$ cat config.mk
export PLATFORM = sky130hd
export DESIGN_NAME = sparse_entry_sequencer
export DESIGN_NICKNAME = d
export VERILOG_FILES = /design/src/rtl/sparse_seq_pkg.sv /design/src/rtl/sparse_entry_sequencer_ack_watchdog.sv /design/src/rtl/sparse_entry_sequencer.sv
export SDC_FILE = /design/constraint.sdc
export NUM_CORES = 1
export LEC_CHECK = 0
export BUFFER_PORTS_ARGS = -buffer_cell sky130_fd_sc_hd__buf_2
export CORE_MARGIN = 5
export CORE_UTILIZATION = 56
export CTS_CLUSTER_SIZE = 16
export DETAILED_ROUTE_END_ITERATION = 16
export PLACE_DENSITY_LB_ADDON = 0.12
export SLEW_MARGIN = 10
export SYNTH_ARGS = -nofsm -noshare
export SYNTH_HDL_FRONTEND = slang
export SYNTH_HIERARCHICAL = 1
export SYNTH_SLANG_ARGS = --single-unit
$ cat constraint.sdc
create_clock -name clk -period 3.2 [get_ports clk]
set_input_delay 0.32 -clock clk [delete_from_list [all_inputs] [get_ports clk]]
set_output_delay 0.32 -clock clk [all_outputs]
set_load 0.1 [all_outputs]
$ cat src/rtl/sparse_seq_pkg.sv
// sparse_seq_pkg: shared types and defaults for sparse_entry_sequencer.
//   state_t         - sequencer FSM states
//   ENTRY_W         - width of entry index / entry count
//   *_DEF           - default parameter values used by the sequencer and watchdog
package sparse_seq_pkg;

  typedef enum logic [2:0] {
    S_IDLE,
    S_ISSUE,
    S_WAIT_ACK,
    S_WAIT_DONE,
    S_NEXT,
    S_FINISH,
    S_ERROR
  } state_t;

  localparam int ENTRY_W             = 6;
  localparam int SPARSE_ADDR_W_DEF   = 10;
  localparam int MEM_SPARSE_SIZE_DEF = 50;
  localparam int SPARSE_BASE_DEF     = 0;
  localparam int DUMMY_ADDR_DEF      = 1023;
  localparam int ACK_TIMEOUT_DEF     = 4;

endpackage

$ cat src/rtl/sparse_entry_sequencer_ack_watchdog.sv
// ack_watchdog: counts WAIT_ACK cycles without a controller ack.
//   clk, rst_n   - clock, async active-low reset
//   i_clr        - zero the counter (issued with each start pulse)
//   i_en         - count one more unacknowledged cycle
//   o_expired    - the current cycle is the ACK_TIMEOUT-th unacknowledged one
module ack_watchdog
  import sparse_seq_pkg::*;
#(
  parameter int ACK_TIMEOUT = ACK_TIMEOUT_DEF
) (
  input  logic clk,
  input  logic rst_n,
  input  logic i_clr,
  input  logic i_en,
  output logic o_expired
);

  localparam int CW = (ACK_TIMEOUT < 2) ? 1 : $clog2(ACK_TIMEOUT + 1);

  logic [CW-1:0] r_cnt;

  // Expired is flagged while the last permitted cycle is in progress, so the
  // FSM leaves after exactly ACK_TIMEOUT cycles without an ack.
  assign o_expired = (r_cnt == CW'(ACK_TIMEOUT - 1));

  always_ff @(posedge clk or negedge rst_n) begin
    if (!rst_n)                   r_cnt <= '0;
    else if (i_clr)               r_cnt <= '0;
    else if (i_en && !o_expired)  r_cnt <= r_cnt + CW'(1);
  end

endmodule

$ cat src/rtl/sparse_entry_sequencer.sv
// sparse_entry_sequencer: walks the sparse-position memory one word at a
// time, issuing one start pulse to the accumulate controller per word and
// waiting for its busy handshake before advancing.
// Optional feature macro: DUMMY_INSERT_EN pads every run to MEM_SPARSE_SIZE
// entries; padding entries read DUMMY_ADDR and raise dummy_o.
//   clk, rst_n          - clock, async active-low reset
//   start_i             - run request (IDLE only), num_entries_i sampled with it
//   sparse_mem_addr_o   - sparse memory read address
//   ctrl_start_o        - one-cycle start pulse to the controller
//   ctrl_busy_i         - controller busy level
//   dummy_o             - current entry is a padding entry
//   entry_idx_o         - entry index in flight
//   busy_o              - run in progress
//   done_o              - one-cycle pulse at successful run end
//   error_o             - ack timeout, sticky until the next accepted start
module sparse_entry_sequencer
  import sparse_seq_pkg::*;
#(
  parameter int SPARSE_ADDR_W   = SPARSE_ADDR_W_DEF,
  parameter int MEM_SPARSE_SIZE = MEM_SPARSE_SIZE_DEF,
  parameter int SPARSE_BASE     = SPARSE_BASE_DEF,
  parameter int DUMMY_ADDR      = DUMMY_ADDR_DEF,
  parameter int ACK_TIMEOUT     = ACK_TIMEOUT_DEF
) (
  input  logic                     clk,
  input  logic                     rst_n,
  input  logic                     start_i,
  input  logic [ENTRY_W-1:0]       num_entries_i,
  output logic [SPARSE_ADDR_W-1:0] sparse_mem_addr_o,
  output logic                     ctrl_start_o,
  input  logic                     ctrl_busy_i,
  output logic                     dummy_o,
  output logic [ENTRY_W-1:0]       entry_idx_o,
  output logic                     busy_o,
  output logic                     done_o,
  output logic                     error_o
);

  localparam logic [ENTRY_W-1:0] LP_MAX = ENTRY_W'(MEM_SPARSE_SIZE);

  state_t                   r_state, w_nxt_state;
  logic [SPARSE_ADDR_W-1:0] r_addr, w_nxt_addr;
  logic [ENTRY_W-1:0]       r_idx, w_nxt_idx;
  logic [ENTRY_W-1:0]       r_total, w_nxt_total;
  logic                     r_dummy, w_nxt_dummy;
  logic                     r_start, w_nxt_start;
  logic                     r_busy, w_nxt_busy;
  logic                     r_done, w_nxt_done;
  logic                     r_err, w_nxt_err;
  logic                     w_wd_clr, w_wd_en, w_wd_expired;

  // Entry being prepared: entry 0 when a run is accepted, otherwise idx+1.
  logic [ENTRY_W-1:0]       w_sel_idx;
  logic [ENTRY_W-1:0]       w_start_total;
  logic [SPARSE_ADDR_W-1:0] w_sel_addr;
  logic                     w_sel_dummy;

  assign w_sel_idx = (r_state == S_IDLE) ? '0 : (r_idx + ENTRY_W'(1));

`ifdef DUMMY_INSERT_EN
  logic [ENTRY_W-1:0] r_num, w_nxt_num;
  logic [ENTRY_W-1:0] w_sel_num;

  // The real-entry count is live on the input only in the accepting cycle.
  assign w_sel_num     = (r_state == S_IDLE) ? num_entries_i : r_num;
  assign w_start_total = LP_MAX;
  assign w_sel_dummy   = (w_sel_idx >= w_sel_num);
  assign w_nxt_num     = (r_state == S_IDLE && start_i) ? num_entries_i : r_num;

  always_ff @(posedge clk or negedge rst_n) begin
    if (!rst_n) r_num <= '0;
    else        r_num <= w_nxt_num;
  end
`else
  assign w_start_total = (num_entries_i > LP_MAX) ? LP_MAX : num_entries_i;
  assign w_sel_dummy   = 1'b0;
`endif

  // Address arithmetic wraps modulo 2^SPARSE_ADDR_W.
  assign w_sel_addr = w_sel_dummy ? SPARSE_ADDR_W'(DUMMY_ADDR)
                                  : (SPARSE_ADDR_W'(SPARSE_BASE) + SPARSE_ADDR_W'(w_sel_idx));

  ack_watchdog #(.ACK_TIMEOUT(ACK_TIMEOUT)) u_wd (
    .clk       (clk),
    .rst_n     (rst_n),
    .i_clr     (w_wd_clr),
    .i_en      (w_wd_en),
    .o_expired (w_wd_expired)
  );

  // Outputs are registered: values chosen in a state appear the next cycle.
  always_comb begin
    w_nxt_state = r_state;
    w_nxt_addr  = r_addr;
    w_nxt_idx   = r_idx;
    w_nxt_total = r_total;
    w_nxt_dummy = r_dummy;
    w_nxt_busy  = r_busy;
    w_nxt_err   = r_err;
    w_nxt_start = 1'b0;
    w_nxt_done  = 1'b0;
    w_wd_clr    = 1'b0;
    w_wd_en     = 1'b0;
    case (r_state)
      S_IDLE: begin
        if (start_i) begin
          w_nxt_total = w_start_total;
          w_nxt_idx   = '0;
          w_nxt_busy  = 1'b1;
          w_nxt_err   = 1'b0;
          if (w_start_total == '0) begin
            w_nxt_state = S_FINISH;
          end else begin
            w_nxt_addr  = w_sel_addr;
            w_nxt_dummy = w_sel_dummy;
            w_nxt_state = S_ISSUE;
          end
        end
      end
      S_ISSUE: begin
        w_nxt_start = 1'b1;
        w_wd_clr    = 1'b1;
        w_nxt_state = S_WAIT_ACK;
      end
      S_WAIT_ACK: begin
        // A busy level already present counts as the ack.
        if (ctrl_busy_i)       w_nxt_state = S_WAIT_DONE;
        else if (w_wd_expired) w_nxt_state = S_ERROR;
        else                   w_wd_en     = 1'b1;
      end
      S_WAIT_DONE: begin
        if (!ctrl_busy_i) w_nxt_state = S_NEXT;
      end
      S_NEXT: begin
        if ((r_idx + ENTRY_W'(1)) == r_total) begin
          w_nxt_state = S_FINISH;
        end else begin
          w_nxt_idx   = w_sel_idx;
          w_nxt_addr  = w_sel_addr;
          w_nxt_dummy = w_sel_dummy;
          w_nxt_state = S_ISSUE;
        end
      end
      S_FINISH: begin
        w_nxt_done  = 1'b1;
        w_nxt_busy  = 1'b0;
        w_nxt_dummy = 1'b0;
        w_nxt_state = S_IDLE;
      end
      S_ERROR: begin
        w_nxt_err   = 1'b1;
        w_nxt_busy  = 1'b0;
        w_nxt_state = S_IDLE;
      end
      default: w_nxt_state = S_IDLE;
    endcase
  end

  always_ff @(posedge clk or negedge rst_n) begin
    if (!rst_n) begin
      r_state <= S_IDLE;
      r_addr  <= '0;
      r_idx   <= '0;
      r_total <= '0;
      r_dummy <= 1'b0;
      r_start <= 1'b0;
      r_busy  <= 1'b0;
      r_done  <= 1'b0;
      r_err   <= 1'b0;
    end else begin
      r_state <= w_nxt_state;
      r_addr  <= w_nxt_addr;
      r_idx   <= w_nxt_idx;
      r_total <= w_nxt_total;
      r_dummy <= w_nxt_dummy;
      r_start <= w_nxt_start;
      r_busy  <= w_nxt_busy;
      r_done  <= w_nxt_done;
      r_err   <= w_nxt_err;
    end
  end

  assign sparse_mem_addr_o = r_addr;
  assign ctrl_start_o      = r_start;
  assign dummy_o           = r_dummy;
  assign entry_idx_o       = r_idx;
  assign busy_o            = r_busy;
  assign done_o            = r_done;
  assign error_o           = r_err;

endmodule

* After elaboration in Yosys (flattened, before gate mapping)
Cells that the tools add are included.
Cells by class: reduce and logical (&&, ||, !) cells 17, add/subtract/negate cells 2, mux-type cells 31, $lt $le $gt $ge 1, equal/unequal tests 13
Operators with widths (number):
- $mux W10 | 3
- $mux W3 | 8
- $mux W6 | 4
- $pmux W10 S2 | 1
- $pmux W3 S5 | 1
- $pmux W6 S2 | 1
- $mux W1 | 10
- $eq A3 B2 Y1 const B | 3
- $eq A3 B3 Y1 const B | 3
- $ne A2 B2 Y1 const B | 4
- $reduce_and A4 Y1 | 2
- $reduce_bool A2 Y1 | 4
- $add A6 B1 Y6 const B | 1
- $eq A6 B6 Y1 | 1
- $gt A6 B6 Y1 const B | 1
- $logic_not A6 Y1 | 1
- $reduce_and A2 Y1 | 3
- $reduce_and A3 Y1 | 2
- $pmux W1 S2 | 2
- $add A3 B1 Y3 const B | 1
- $eq A3 B1 Y1 const B | 1
- $logic_not A3 Y1 | 1
- $ne A3 B2 Y1 const B | 1
- $pmux W1 S3 | 1
- other kinds (4) | 4
Word-level totals: logic and storage cells 74, input bits 10, output and inout bits 21, register bits after elaboration 33

* Depth between registers and ports, before layout
Gate-level depths: netlist of run 1.
word-level depth 7, depth in mapped cells 7, depth with buffers taken out 7

* Hierarchy
Netlist of run 1, hierarchy kept.
By module, submodules not included:
- sparse_entry_sequencer | cells each 123, sequential area each 625.6 µm², instances 1, area an instance 1293.7 µm²
- ack_watchdog | cells each 15, sequential area each 75.1 µm², instances 1, area an instance 177.7 µm²

* Worst setup path after synthesis of run 1
Ideal clock, no wire load.
kind register -> register, start point register r_idx[0] (netlist: entry_idx_o[0]), end point register r_addr[2] (netlist: sparse_mem_addr_o[2]), period minus slack after synthesis 2478 ps, stages on the path, launching flop included 8, slack 722 ps, data required time 3119 ps, arrival time 2397 ps, setup time 81 ps, buffers on the path 1, cells stage by stage dfrtp_1 -> ha_1 -> and3_1 -> xnor3_1 -> nand4_1 -> o21bai_4 -> buf_6 -> mux2i_1
Between the ends: longest elaborated chain between the ends 5, elaborated cells on any way between the ends 9, classes of those cells 1 x add/sub; 2 x eq/ne; 5 x mux; 1 x reduce/logical
Ends and longest elaborated chain:
- start, declared | RTL line sparse_entry_sequencer.sv:43 | logic [ENTRY_W-1:0] r_idx, w_nxt_idx;
- start signal, assigned | RTL line sparse_entry_sequencer.sv:173 | r_idx <= w_nxt_idx;
- $add A6 B1 Y6 (*) | RTL line sparse_entry_sequencer.sv:58, sparse_entry_sequencer.sv:135
- $mux W6 | RTL line sparse_entry_sequencer.sv:58 | assign w_sel_idx = (r_state == S_IDLE) ? '0 : (r_idx + ENTRY_W'(1));
- $mux W10 | RTL line sparse_entry_sequencer.sv:111 | if (w_start_total == '0) begin
- $mux W10 | RTL line sparse_entry_sequencer.sv:106 | if (start_i) begin
- $pmux W10 S2 | RTL line sparse_entry_sequencer.sv:104 | case (r_state)
- end signal, assigned | RTL line sparse_entry_sequencer.sv:172 | r_addr <= w_nxt_addr;
- end, declared | RTL line sparse_entry_sequencer.sv:42 | logic [SPARSE_ADDR_W-1:0] r_addr, w_nxt_addr;
Every way passes the cells marked *; elsewhere a longest branch is shown, timed or not. The select of a mux whose other input is x is not followed. A chain may end at the register's enable or synchronous reset.

* Worst setup path after layout of run 1
start point register r_idx[0] (netlist: entry_idx_o[0]), end point register r_addr[3] (netlist: sparse_mem_addr_o[3])
Same word-level chain as after synthesis.

==> metrics, run 1 <==
count of nets after finishing 178; first-pass GRT wire length 4460 um; synth unique cells 42; Vias 1030; Longest Clk Path Bufs 2; asr flop ratio synth 100%; Post-synth top cells 28 x dfrtp_1, 13 x inv_1, 13 x nand2_1; Synth Area in Adders 2.55%; HPWL after DPL 2040 um; FF-to-FF setup slack 1070 ps; top cell type's share of synthesized area between 40 and 50%; pin count of the biggest net entering global routing 29; DRT Pass-1 Iters 4; WL/cell ~14 um; clock sinks 28; drt total wl 2660 um; largest family of logic cells by synthesized area simple AND/OR/NAND/NOR gates; Compound-Gate Fraction of Synth Area between 10% and 20%; Reg-to-Reg Start entry_idx_o[0]; endpoint class of the critical path flop; die width 61.3 um; gp weighted congestion ~0.8; # fillers 217; status complete, no violations; synthesis-to-layout area growth 9.35%; CP Data Required Time between 3000 and 4000 ps; Post-Route Setup TNS 0 ps; RSZ-0062 raised after global routing false; xor/xnor cell area share of the yosys netlist approximately 8.4%; H-Tree Depth 1; Setup Buffers After CTS 0; layout cells sized above 1 between 20% and 30%; Peak Freq 0.470 GHz; Syn. warnings 6; post-cts resize count 0; Iteration-0 DRC Markers 39; mux contribution to synthesized area under 10%; Primary FF master, synth dfrtp_1; die area 0.00375 mm2; crit path DAT between 2000 and 2500 ps; Fin. Hold Viols 0; Cell Count, Final, Fillers Out 193; initial antenna violation count 0; cell area after synthesis 0.00147 mm2; Mapped Avg Cell Area 10.7 um2; worst clock skew 1.32 ps; Tcrit/Tclk final 66.5%; Worst Hold Class in -> async; CTS Buf Count 3; Clock transition at path regs approximately 140 ps; fin crit period 2130 ps; number of core rows 18; CORE AREA ~0.0025 mm2; startpoint types flop; post-route ant nets 0; Antenna diodes 0; Initial Util roughly three fifths; drt drc 0; buffer type at the clock tree root clkbuf_4; Synth area leaders dfrtp_1 48%, mux2i_1 4.8%, xnor2_1 4.8%, inv_1 3.3%, nand2_1 3.3%; CTS Hold Bufs 0; Pins Over Slew Limit 0; CP Class reg -> reg; simple-gate share of the synthesized area 14.5%; CP startpoint entry_idx_o[0]; Hold Slack approximately 0.76 ps; num ports 31; Cells after Synth between 100 and 150; GRT Residual Overflow 0; sequential area share after synthesis 47.6%; cell taking the most area after synthesis dfrtp_1; Post-synth EDFFs 0; vias per cell 5.34; die span in y approximately 61 um; actual slew at the worst max-slew pin 622 ps; IO Port Bufs 25; CTS tree done; Slew HR roughly three fifths; peak fanout along the critical path 12; vias in the first global route between 1000 and 1500; most common cell in the netlist dfrtp_1; Placed Cells 190; clock insertion delay at the later pin of the skew report 310 ps; Max Cap Viol 0; Tot GR Track Use between 15 and 20%; #FFs+latches synth 28; final setup fails 0
-- cell type report --
cell class / count / area, um2 / share of cell area [%]
Clock buffer: 3 / 22.5 / 1.40
Inverter: 13 / 48.8 / 3.03
Multi-Input combinational cell: 94 / 674 / 41.9
Sequential cell: 28 / 701 / 43.5
Tap cell: 30 / 37.5 / 2.33
Timing Repair Buffer: 25 / 125 / 7.78
-- worst paths after layout --
path,to,cells past startpoint
worst max register to register,sparse_mem_addr_o[3],6
worst min-delay path,ctrl_start_o,1
worst max-delay path,sparse_mem_addr_o[3],6
min in group clk,r_total[2],3
worst min register to register,sparse_mem_addr_o[1],2
max in group asynchronous,r_total[1],1
-- cells by family (layout without fill, tap and decap cells) --
family | after synthesis | count (layout)
adder cells (fa/ha/maj) | 3 | 3
multiplexers | 10 | 10
AO/OA/AOI/OAI | 25 | 25
buffers and inverters | 20 | 41
other | 1 | 5
AND/OR/NAND/NOR | 40 | 40
flip-flops | 28 | 28
XOR/XNOR | 11 | 11
-- flip-flops by register name (all words and copies together) (netlist names) --
register           flops
r_total                6
done_o                 1
sparse_mem_addr_o      6
ctrl_start_o           1
entry_idx_o            6
busy_o                 1
u_wd/r_cnt             3
r_state                3
error_o                1
-- cell usage in the layout (no fill, tap or decap), drive strengths merged, types with 6 or more instances in the layout --
cell / netlist / layout
dfrtp: 28 / 28
o21ai: 6 / 6
mux2i: 7 / 7
nand2: 13 / 13
inv: 13 / 13
o22ai: 6 / 6
nor2: 10 / 10
xnor2: 8 / 8
buf: 6 / 25
-- per-layer routing --
layer  routed length, um  GRT usage (%)  vias to the layer above
met5                   0              0                        -
met2                1360           27.3                       17
met1                1160           20.7                      491
met3                 115           2.94                        4
li1                    -              -                      518
met4                  24           5.57                        0
-- worst max-delay path: stages, from the launching register on --
cell,delay [ps]
dfrtp_1,480
ha_1,250
and3_1,210
xnor3_1,210
nand4_1,220
o21bai_4,420
mux2i_1,250
-- through the flow --
step,worst slack (ps),cell area [um2],util (%)
4_1_cts,1060,1610,64.4
6_report,1070,1610,64.4
2_1_floorplan,722,1490,-
3_5_place_dp,1090,1590,63.5
3_3_place_gp,1190,1590,63.5
5_1_grt,865,1610,64.4
Power of run 1 is left out: the tool's default activity adds up to more than one toggle a clock period on the data nets, which glitch-free logic cannot reach.
==> run 2: changes to the inputs <==
- CORE_UTILIZATION: 56 -> 48
- clock period: 3.2 -> 1.79 ns (I/O delays scaled with it)
==> run 2 against run 1 <==
Against the previous run: the flow now finishes with violations (setup timing); final area is 17% higher; highest routed layer unchanged; via count up 9.7%; critical path depth unchanged; count of clock-buffer cells in the layout is 1 higher; first-iteration DRC count increased by 110%; worst hold slack improved by 93 ps; routed wire length up 16%; die area up 14%.
==> metrics, run 2 (same netlist as run 1, synthesis figures left out) <==
status finished with violations (was complete, no violations); failing checks setup timing; Tot GR Track Use 15.8% (was 16.1%); CP Data Required Time 2050 ps (was 3450 ps); die width 65.4 um (was 61.3 um); Comb pwr share 60.9%; Psw ~1.8 mW; actual slew at the worst max-slew pin 646 ps (was 622 ps); CP Class reg -> reg (unchanged); Tot Pwr 3.56 mW; Initial Util 49.0% (was 58.9%); VDD IR max 1200 uV; clock sinks 28 (unchanged); Longest Clk Path Bufs 2 (unchanged); vias per cell 5.14 (was 5.34); crit path DAT 2150 ps (was 2370 ps); CORE AREA 0.00300 mm2 (was 0.00250 mm2); Seq pwr share 30.2%; pin count of the biggest net entering global routing 29 (unchanged); layout cells sized above 1 41.2% (was 23.3%); Power Dens Cells approximately 1900 mW/mm2; final setup fails 12 (was 0); startpoint types flop (unchanged); drt drc 0 (unchanged); most common cell after layout, fill and taps aside buf_2 (was dfrtp_1); H-Tree Depth 1 (unchanged); Tcrit/Tclk final 106% (was 66.5%); GRT Residual Overflow 0 (unchanged); IO Port Bufs 25 (unchanged); Antenna diodes 0 (unchanged); CTS Buf Count 3 (unchanged); clock insertion delay at the later pin of the skew report 330 ps (was 310 ps); HPWL after DPL 2300 um (was 2040 um); static leakage 0.923 nW; most frequent cells in the layout 25 x buf_2, 22 x dfrtp_1, 21 x buf_4 (was 28 x dfrtp_1, 25 x buf_2, 13 x inv_1, 13 x nand2_1, 9 x nor2_1); Clk network pwr share 8.9%; Clock transition at path regs 150 ps (was 140 ps); CTS tree done (unchanged); peak fanout along the critical path 6 (was 12); endpoint class of the critical path flop (unchanged); die area 0.00427 mm2 (was 0.00375 mm2); first-pass GRT wire length 5290 um (was 4460 um); Vias 1130 (was 1030); Slew HR 56.9% (was 58.2%); num ports 31 (unchanged); Max Cap Viol 0 (unchanged); sw frac 51.3%; initial antenna violation count 0 (unchanged); buffer type at the clock tree root clkbuf_4 (unchanged); Fin. Hold Viols 0 (unchanged); WL/cell 14.0 um (was 13.8 um); synthesis-to-layout area growth 27.7% (was 9.35%); Iteration-0 DRC Markers 80 (was 39); Peak Freq 0.528 GHz (was 0.470 GHz); gp weighted congestion 0.812 (about the same); RSZ-0062 raised after global routing true (was false); worst clock skew 2.19 ps (was 1.32 ps); Hold Slack 93.9 ps (was 0.763 ps); fin worst setup slack -103 ps (was 1070 ps); fin crit period 1890 ps (was 2130 ps); die span in y 65.4 um (was 61.3 um); FF-to-FF setup slack -100 ps (was 1070 ps); post-route ant nets 0 (unchanged); Worst Hold Class in -> reg (was in -> async); count of nets after finishing 201 (was 178); vias in the first global route 1239 (was 1004); DRT Pass-1 Iters 4 (unchanged); number of core rows 20 (was 18); Int Power 1.73 mW; drt total wl 3070 um (was 2660 um); Pins Over Slew Limit 0 (unchanged)
## run 2: cell type report
| type | count | area [um2] |
|---|---|---|
| Inverter | 13 | 48.8 |
| Tap cell | 33 | 41.3 |
| Fill cell | 259 | 1120 |
| Sequential cell | 28 | 718 |
| Multi-Input combinational cell | 94 | 722 |
| Timing Repair Buffer | 48 | 313 |
| Clock buffer | 4 | 36.3 |
## run 2: worst paths after layout
check                                      from                   end  depth (start not counted)
hold / removal                 num_entries_i[3]            r_total[3]                          3
min in group asynchronous                 rst_n          ctrl_start_o                          2
setup reg to reg                 entry_idx_o[0]        entry_idx_o[3]                          6
setup / recovery                 entry_idx_o[0]        entry_idx_o[3]                          6
hold reg to reg            sparse_mem_addr_o[3]  sparse_mem_addr_o[3]                          2
max in group asynchronous                 rst_n        entry_idx_o[0]                          2
## run 2: per-stage QoR
stage / util (%) / setup slack (ps) / area, um2 / setup TNS, ps / instances
CTS: 61.4 / -103 / 1840 / -988 / 218
floorplan: - / -206 / 1530 / -1960 / 142
finish: 62.6 / -103 / 1880 / -908 / 220
global placement: 59.3 / -3.82 / 1780 / -8.03 / 211
detailed placement: 59.3 / -69.3 / 1780 / -627 / 211
global route: 62.6 / -223 / 1880 / -2090 / 220
## run 2: layer usage
metal / up-vias / part of all wire, % / wire length, um / global-route usage, %
li1: 560 / - / - / -
met1: 544 / 43 / 1310 / 17.8
met2: 24 / 53 / 1620 / 30.3
met3: 2 / 3.9 / 121 / 4.10
met4: 0 / 0.49 / 15 / 2.33
met5: - / 0 / 0 / 0
## run 2: power groups by stage
stage          Combinational, mW  Sequential [mW]  Clock (mW)
2_1_floorplan              0.781             1.90           0
3_3_place_gp                2.06             1.08           0
3_5_place_dp                2.11             1.09           0
4_1_cts                     2.13             1.07       0.321
5_1_grt                     2.31             1.11       0.351
6_report                    2.17             1.07       0.316
## run 2: critical path, cell delays in order, from the launching register on
cell	delay [ps]
dfrtp_4	520
ha_4	180
and3_4	180
xnor3_1	190
nand4_1	200
o31a_4	370
o22ai_1	180
## run 2: timing repair
action | CTS | global route
pin swaps | 2 | 2
resized for setup | 1 | 7
hold buffers | 1 | 0
hold endpoints to repair | 28 | 0
setup endpoints to repair | 14 | 14
buffers inserted | 2 | 2
(Power assumes the default switching activity.)
